[config.mk]
export PLATFORM = sky130hd
export DESIGN_NAME = onchip_mem_arbiter_flat
export DESIGN_NICKNAME = d
export VERILOG_FILES = /design/src/rtl/onchip_mem_arbiter_if.sv /design/src/rtl/onchip_mem_arbiter.sv /design/src/flat_wrapper.sv
export SDC_FILE = /design/constraint.sdc
export NUM_CORES = 1
export LEC_CHECK = 0
export BUFFER_PORTS_ARGS = -buffer_cell sky130_fd_sc_hd__buf_2
export CORE_AREA = 2 2 104 106
export CTS_CLUSTER_DIAMETER = 100
export DETAILED_ROUTE_END_ITERATION = 6
export DIE_AREA = 0 0 106 108
export HOLD_SLACK_MARGIN = 0.12
export MAX_ROUTING_LAYER = met4
export PLACE_DENSITY = 0.57
export SLEW_MARGIN = 20
export SYNTH_ARGS = -nofsm -noshare
export SYNTH_HDL_FRONTEND = slang
export SYNTH_SLANG_ARGS = --single-unit
[constraint.sdc]
create_clock -name clk -period 1.6 [get_ports clk]
set_clock_uncertainty 0.05 [all_clocks]
set_input_delay 0.08 -clock clk [delete_from_list [all_inputs] [get_ports clk]]
set_output_delay 0.08 -clock clk [all_outputs]
set_load 0.005 [all_outputs]
[src/rtl/onchip_mem_arbiter_if.sv]
// Bus bundle between the two Avalon-MM requesters (CPU = m0, LT24 DMA = m1)
// and the single-port on-chip RAM that the arbiter multiplexes onto.
interface onchip_mem_arbiter_if #(
    parameter int ADDR_W = 17,
    parameter int DATA_W = 32,
    parameter int BE_W   = 4
);
    // CPU data master
    logic [ADDR_W-1:0] m0_address;
    logic              m0_read;
    logic              m0_write;
    logic [BE_W-1:0]   m0_byteenable;
    logic [DATA_W-1:0] m0_writedata;
    logic              m0_waitrequest;
    logic [DATA_W-1:0] m0_readdata;
    logic              m0_readdatavalid;

    // LT24 frame-pixel DMA master
    logic [ADDR_W-1:0] m1_address;
    logic              m1_read;
    logic              m1_write;
    logic [BE_W-1:0]   m1_byteenable;
    logic [DATA_W-1:0] m1_writedata;
    logic              m1_waitrequest;
    logic [DATA_W-1:0] m1_readdata;
    logic              m1_readdatavalid;

    // RAM port
    logic [ADDR_W-1:0] mem_address;
    logic [BE_W-1:0]   mem_byteenable;
    logic              mem_chipselect;
    logic              mem_write;
    logic [DATA_W-1:0] mem_writedata;
    logic              mem_clken;
    logic [DATA_W-1:0] mem_readdata;

    // Arbiter side: slave to both requesters, drives the RAM
    modport slave (
        input  m0_address, m0_read, m0_write, m0_byteenable, m0_writedata,
        output m0_waitrequest, m0_readdata, m0_readdatavalid,
        input  m1_address, m1_read, m1_write, m1_byteenable, m1_writedata,
        output m1_waitrequest, m1_readdata, m1_readdatavalid,
        output mem_address, mem_byteenable, mem_chipselect, mem_write,
        output mem_writedata, mem_clken,
        input  mem_readdata
    );

    // Environment side: the requesters plus the RAM itself
    modport master (
        output m0_address, m0_read, m0_write, m0_byteenable, m0_writedata,
        input  m0_waitrequest, m0_readdata, m0_readdatavalid,
        output m1_address, m1_read, m1_write, m1_byteenable, m1_writedata,
        input  m1_waitrequest, m1_readdata, m1_readdatavalid,
        input  mem_address, mem_byteenable, mem_chipselect, mem_write,
        input  mem_writedata, mem_clken,
        output mem_readdata
    );
endinterface

[src/rtl/onchip_mem_arbiter.sv]
// Two-master round-robin arbiter for the single-port on-chip RAM.
// The grant is combinational so a request is accepted in the cycle it is
// presented; the DMA (m1) is protected from starvation by a stall counter
// that forces its grant after MAX_WAIT consecutive stalled cycles. Read data
// is steered back to its owner one cycle after acceptance.
module onchip_mem_arbiter #(
    parameter int ADDR_W   = 17,
    parameter int DATA_W   = 32,
    parameter int BE_W     = 4,
    parameter int MAX_WAIT = 8
) (
    input  logic                 clk,
    input  logic                 reset_n,
    onchip_mem_arbiter_if.slave  bus
);
    localparam logic [7:0] FORCE_AT = 8'(MAX_WAIT - 1);

    // Stall counter saturates instead of wrapping so force1 can never be missed.
    function automatic logic [7:0] sat_inc8(input logic [7:0] v);
        return (v == 8'hFF) ? v : v + 8'd1;
    endfunction

    logic              req0, req1;
    logic              grant0, grant1;
    logic              stalled1;
    logic              vld0, vld1;

    logic              last_q, last_d;
    logic [7:0]        wait1_q, wait1_d;
    logic              force1_q, force1_d;
    logic [1:0]        rd_owner_q, rd_owner_d;

    logic [ADDR_W-1:0] addr_sel;
    logic [BE_W-1:0]   be_sel;
    logic [DATA_W-1:0] wdata_sel;
    logic              write_sel;

    assign req0     = bus.m0_read | bus.m0_write;
    assign req1     = bus.m1_read | bus.m1_write;
    assign stalled1 = req1 & ~grant1;

    // Grant: forced DMA first, then sole requester, then the one not served last.
    always_comb begin
        grant0 = 1'b0;
        grant1 = 1'b0;
        if (reset_n) begin
            if (req1 && (force1_q || !req0 || !last_q)) begin
                grant1 = 1'b1;
            end else if (req0) begin
                grant0 = 1'b1;
            end
        end
    end

    // RAM mux: granted master's command, all zero when idle.
    always_comb begin
        addr_sel  = '0;
        be_sel    = '0;
        wdata_sel = '0;
        write_sel = 1'b0;
        if (grant0) begin
            addr_sel  = bus.m0_address;
            be_sel    = bus.m0_byteenable;
            wdata_sel = bus.m0_writedata;
            write_sel = bus.m0_write;
        end else if (grant1) begin
            addr_sel  = bus.m1_address;
            be_sel    = bus.m1_byteenable;
            wdata_sel = bus.m1_writedata;
            write_sel = bus.m1_write;
        end
    end

    assign bus.mem_address    = addr_sel;
    assign bus.mem_byteenable = be_sel;
    assign bus.mem_writedata  = wdata_sel;
    assign bus.mem_write      = write_sel;
    assign bus.mem_chipselect = grant0 | grant1;
    assign bus.mem_clken      = reset_n;

    assign bus.m0_waitrequest = ~grant0;
    assign bus.m1_waitrequest = ~grant1;

    // Return path is masked by reset so an in-flight read is dropped.
    assign vld0 = reset_n & rd_owner_q[0];
    assign vld1 = reset_n & rd_owner_q[1];
    assign bus.m0_readdatavalid = vld0;
    assign bus.m1_readdatavalid = vld1;
    assign bus.m0_readdata      = vld0 ? bus.mem_readdata : '0;
    assign bus.m1_readdata      = vld1 ? bus.mem_readdata : '0;

    // Next state: priority pointer, starvation tracking, read ownership.
    always_comb begin
        last_d   = last_q;
        wait1_d  = 8'd0;
        force1_d = force1_q;
        if (grant0 || grant1) begin
            last_d = grant1;
        end
        if (stalled1) begin
            wait1_d = sat_inc8(wait1_q);
        end
        if (grant1) begin
            force1_d = 1'b0;
        end else if (stalled1 && (wait1_q == FORCE_AT)) begin
            force1_d = 1'b1;
        end
        // A simultaneous read+write is treated as a write: no read response.
        rd_owner_d = {grant1 & bus.m1_read & ~bus.m1_write,
                      grant0 & bus.m0_read & ~bus.m0_write};
    end

    // State register with synchronous active-low reset.
    always_ff @(posedge clk) begin
        if (!reset_n) begin
            last_q     <= 1'b0;
            wait1_q    <= 8'd0;
            force1_q   <= 1'b0;
            rd_owner_q <= 2'b00;
        end else begin
            last_q     <= last_d;
            wait1_q    <= wait1_d;
            force1_q   <= force1_d;
            rd_owner_q <= rd_owner_d;
        end
    end
endmodule
[src/flat_wrapper.sv]
// flat-port wrapper written by rule: the top's interface ports become plain ports
module onchip_mem_arbiter_flat 
#(
    parameter int ADDR_W   = 17,
    parameter int DATA_W   = 32,
    parameter int BE_W     = 4,
    parameter int MAX_WAIT = 8
)
  (clk, reset_n, bus_m0_address, bus_m0_read, bus_m0_write, bus_m0_byteenable, bus_m0_writedata, bus_m0_waitrequest, bus_m0_readdata, bus_m0_readdatavalid, bus_m1_address, bus_m1_read, bus_m1_write, bus_m1_byteenable, bus_m1_writedata, bus_m1_waitrequest, bus_m1_readdata, bus_m1_readdatavalid, bus_mem_address, bus_mem_byteenable, bus_mem_chipselect, bus_mem_write, bus_mem_writedata, bus_mem_clken, bus_mem_readdata);
  onchip_mem_arbiter_if #(.ADDR_W(ADDR_W), .DATA_W(DATA_W), .BE_W(BE_W)) bus_i ();
  input  logic clk;
  input  logic reset_n;
  input wire logic [$bits(bus_i.m0_address)-1:0] bus_m0_address;
  input wire logic [$bits(bus_i.m0_read)-1:0] bus_m0_read;
  input wire logic [$bits(bus_i.m0_write)-1:0] bus_m0_write;
  input wire logic [$bits(bus_i.m0_byteenable)-1:0] bus_m0_byteenable;
  input wire logic [$bits(bus_i.m0_writedata)-1:0] bus_m0_writedata;
  output wire logic [$bits(bus_i.m0_waitrequest)-1:0] bus_m0_waitrequest;
  output wire logic [$bits(bus_i.m0_readdata)-1:0] bus_m0_readdata;
  output wire logic [$bits(bus_i.m0_readdatavalid)-1:0] bus_m0_readdatavalid;
  input wire logic [$bits(bus_i.m1_address)-1:0] bus_m1_address;
  input wire logic [$bits(bus_i.m1_read)-1:0] bus_m1_read;
  input wire logic [$bits(bus_i.m1_write)-1:0] bus_m1_write;
  input wire logic [$bits(bus_i.m1_byteenable)-1:0] bus_m1_byteenable;
  input wire logic [$bits(bus_i.m1_writedata)-1:0] bus_m1_writedata;
  output wire logic [$bits(bus_i.m1_waitrequest)-1:0] bus_m1_waitrequest;
  output wire logic [$bits(bus_i.m1_readdata)-1:0] bus_m1_readdata;
  output wire logic [$bits(bus_i.m1_readdatavalid)-1:0] bus_m1_readdatavalid;
  output wire logic [$bits(bus_i.mem_address)-1:0] bus_mem_address;
  output wire logic [$bits(bus_i.mem_byteenable)-1:0] bus_mem_byteenable;
  output wire logic [$bits(bus_i.mem_chipselect)-1:0] bus_mem_chipselect;
  output wire logic [$bits(bus_i.mem_write)-1:0] bus_mem_write;
  output wire logic [$bits(bus_i.mem_writedata)-1:0] bus_mem_writedata;
  output wire logic [$bits(bus_i.mem_clken)-1:0] bus_mem_clken;
  input wire logic [$bits(bus_i.mem_readdata)-1:0] bus_mem_readdata;
  assign bus_i.m0_address = bus_m0_address;
  assign bus_i.m0_read = bus_m0_read;
  assign bus_i.m0_write = bus_m0_write;
  assign bus_i.m0_byteenable = bus_m0_byteenable;
  assign bus_i.m0_writedata = bus_m0_writedata;
  assign bus_m0_waitrequest = bus_i.m0_waitrequest;
  assign bus_m0_readdata = bus_i.m0_readdata;
  assign bus_m0_readdatavalid = bus_i.m0_readdatavalid;
  assign bus_i.m1_address = bus_m1_address;
  assign bus_i.m1_read = bus_m1_read;
  assign bus_i.m1_write = bus_m1_write;
  assign bus_i.m1_byteenable = bus_m1_byteenable;
  assign bus_i.m1_writedata = bus_m1_writedata;
  assign bus_m1_waitrequest = bus_i.m1_waitrequest;
  assign bus_m1_readdata = bus_i.m1_readdata;
  assign bus_m1_readdatavalid = bus_i.m1_readdatavalid;
  assign bus_mem_address = bus_i.mem_address;
  assign bus_mem_byteenable = bus_i.mem_byteenable;
  assign bus_mem_chipselect = bus_i.mem_chipselect;
  assign bus_mem_write = bus_i.mem_write;
  assign bus_mem_writedata = bus_i.mem_writedata;
  assign bus_mem_clken = bus_i.mem_clken;
  assign bus_i.mem_readdata = bus_mem_readdata;
  onchip_mem_arbiter #(.ADDR_W(ADDR_W), .DATA_W(DATA_W), .BE_W(BE_W), .MAX_WAIT(MAX_WAIT)) u_core (.clk(clk), .reset_n(reset_n), .bus(bus_i));
endmodule
==> results.txt <==
status: finished, violations left
violated checks: negative setup slack
Max VDD drop: 0.158 mV
Setup crit start kind: flop
Avg WL per Cell: 17.3 µm
Sequential Area: 243 µm²
CP max-delay cell: dfxtp_2
gr ovfl total: 0
WP data required: 1470 ps
# rows: 37
first-pass GRT wire length: 13.7 mm
Final setup viols: 55
Crit path arrival time: 1630 ps
Starting Density: 15.3%
Placed Instance Area: 3110 µm²
worst-path cell chain: nor2b_4 -> o21ai_4 -> buf_6 -> nor2_4 -> clkbuf_16 -> a22o_1 -> buf_2
Final nets: 648
Avg Cell Area, Syn: 7.07 µm²
# port buffers: 267
1st-pass router iterations: 4
ANT nets after route: 0
DR vias/cell: 4.59
Area Overhead vs Synth: 132%
post-route cell area: 3630 µm²
Post-Syn Nets: 366
clk root buf: clkbuf_8
Die X: 106 µm
number of DRC markers in iteration 0: 224
Num CTS Buffers: 3
RSZ-0062 raised after global routing: true
Mapped Area: 1560 µm²
Post-synth EDFFs: 0
final hold violation count: 0
footprint of the multi-input gates: 1340 µm²
worst-margin pin slew: 471 ps
Crit Path Category: flop to output port
Tightest Hold Check Type: primary input to flop
period utilization: 110%
die area: 11400 µm²
fin util: 35.4%
I/O pin cnt: 268
layout cells sized above 1: 63.5%
Final Max Slew Viols: 0
Max-Cap Viols: 0
CP max FO: 7
Synth Instances: 221
Synth Flop Type: dfxtp_1
Pleak: 2.29 nW
power per cell area: 414 nW/µm²
Routed WL: 11.2 mm
sequential-to-total area share from yosys stat: 15.4%
Setup WS post-layout: -157 ps
fillcell total: 1062
Synth cell types: 29
H-tree Lvls: 1
RD Place Congestion: 0.894
Core Region: 10200 µm²
flops & latches, synth: 12
CTS tree: built
Vias: 2962
Rel. slew slack: 68.6%
CTS Sinks: 12
Max stage delay on crit path: 330 ps
vias in the first global route: 2591
pin count of the biggest net entering global routing: 71
Ys Warns: 0
CTS clk-pin slew, worst paths: 60 ps
Clock Tree Buf Depth: 2
Final min period: 1760 ps
Die Height: 108 µm
Global Route Usage Sum: 15.8%
post-DP HPWL: 8.01 mm
antenna violations before repair: 6
worst skew pair latency: 250 ps
FFs w/ async S/R, synth: 0%
DR DRC count: 0
endpoint class of the critical path: output port
fmax: 569 MHz
[cell type report]
| type | instances | area share, % |
|---|---|---|
| clock buffer | 4 | 1.52 |
| inverter | 3 | 0.587 |
| tap | 136 | 4.69 |
| antenna | 7 | 0.483 |
| timing repair buffer | 299 | 49.2 |
| sequential | 12 | 6.69 |
| multi-input combinational | 184 | 36.9 |
[synth_stat cells (2+ instances only)]
cell | instances | area, µm²
mux2i_1 | 2 | 20.0
a21oi_1 | 2 | 10.0
nand2_1 | 8 | 30.0
a22o_1 | 53 | 464
or3_1 | 2 | 12.5
inv_2 | 2 | 7.51
o21ai_1 | 2 | 10.0
clkbuf_1 | 23 | 86.3
nor3_1 | 6 | 30.0
nand3_1 | 4 | 20.0
nor2_1 | 14 | 52.6
dfxtp_1 | 12 | 240
and2_1 | 4 | 25.0
and3_1 | 65 | 407
xor2_1 | 2 | 17.5
o21ai_0 | 4 | 20.0
nand2b_1 | 3 | 18.8
nand4_1 | 2 | 12.5
[metal layers]
layer  vias up  global-route usage [%]  wire length [µm]  part of all wire, %
li1       1426                       -                 -                    -
met1      1330                    17.3              4270                   38
met2       196                    29.7              5720                   51
met3        10                    3.56              1040                  9.3
met4         0                    2.82               125                  1.1
met5         -                       -                 0                    0
[stage by stage]
step / hold slack (ps) / std cells / TNS (ps) / power [mW] / worst slack [ps]
after floorplan: 106 / 221 / 0 / 0.569 / 16.9
after CTS: 178 / 625 / -11480 / 1.38 / -249
final: 180 / 645 / -5920 / 1.50 / -157
after global placement: 311 / 613 / -19490 / 0.969 / -453
after global routing: 207 / 644 / -8650 / 1.57 / -206
after detailed placement: 299 / 613 / -22360 / 0.980 / -516
[registers in the layout (all words and copies together), names as in the netlist]
| signal | flops |
|---|---|
| u_core.last_q | 1 |
| u_core.wait1_q | 8 |
| u_core.force1_q | 1 |
| u_core.rd_owner_q | 2 |
[layout by cell type (no fill, tap or decap), types with 2 or more instances in the layout]
cell and instances:
buf_12 6, nand2b_1 2, buf_2 263, a21oi_1 2, a22o_4 3, a22o_1 50, dlygate4sd3_1 3, and2_1 4
clkbuf_16 5, dfxtp_1 10, nand3_1 4, nand4_1 2, diode_2 7, nand2_1 7, buf_4 15, and3_1 65
clkbuf_8 4, dfxtp_2 2, xor2_1 2, o21ai_0 4, nor2_4 7, buf_6 7, nor3_1 6, mux2i_1 2
nor2_1 10
[final timing paths]
kind,from,endpoint,slack [ps],cells past startpoint
worst min register to register,u_core.force1_q$_SDFFE_PP0P_,u_core.force1_q$_SDFFE_PP0P_,460,2
worst max-delay path,u_core.last_q$_SDFFE_PN0P_,bus_mem_address[2],-160,7
worst max register to register,u_core.last_q$_SDFFE_PN0P_,u_core.wait1_q[3]$_SDFFE_PN0P_,50,5
worst min-delay path,reset_n,u_core.rd_owner_q[0]$_SDFF_PN0_,180,4
[kinds of logic (layout without fill, tap and decap cells)]
kind of cell | Yosys count | after routing | share of synthesized area, %
other cells | 0 | 7 | 0
fa+ha+maj | 1 | 1 | 0.801
flops | 12 | 12 | 15.4
compound gates | 64 | 64 | 33.7
xor+xnor | 2 | 2 | 1.12
buf+inv | 28 | 306 | 7.05
simple gates | 112 | 115 | 40.7
mux | 2 | 2 | 1.28
[power by group]
part / total, mW / internal (mW) / leakage [nW] / switching (mW)
combinational: 0.854 / 0.467 / 2.17 / 0.387
clock: 0.341 / 0.218 / 0.0288 / 0.123
sequential: 0.307 / 0.305 / 0.0980 / 0.00256
total: 1.50 / 0.990 / 2.29 / 0.512
[worst max-delay path: cells and delay by family, from the launching register on]
family | cells | cell delay (ps)
DFF | 1 | 330
and+or+nand+nor | 2 | 350
AOI/OAI and AO/OA | 2 | 250
buffers and inverters | 3 | 450
[what timing repair did]
item	4_1_cts	5_1_grt
hold endpoints to repair	2	0
gates resized for setup	9	22
hold buffers	3	0
pin swaps	5	58
endpoints found under the setup margin	56	57
gates cloned	3	6
setup buffers	2	9
No activity file was read; power rests on OpenSTA's default activity.
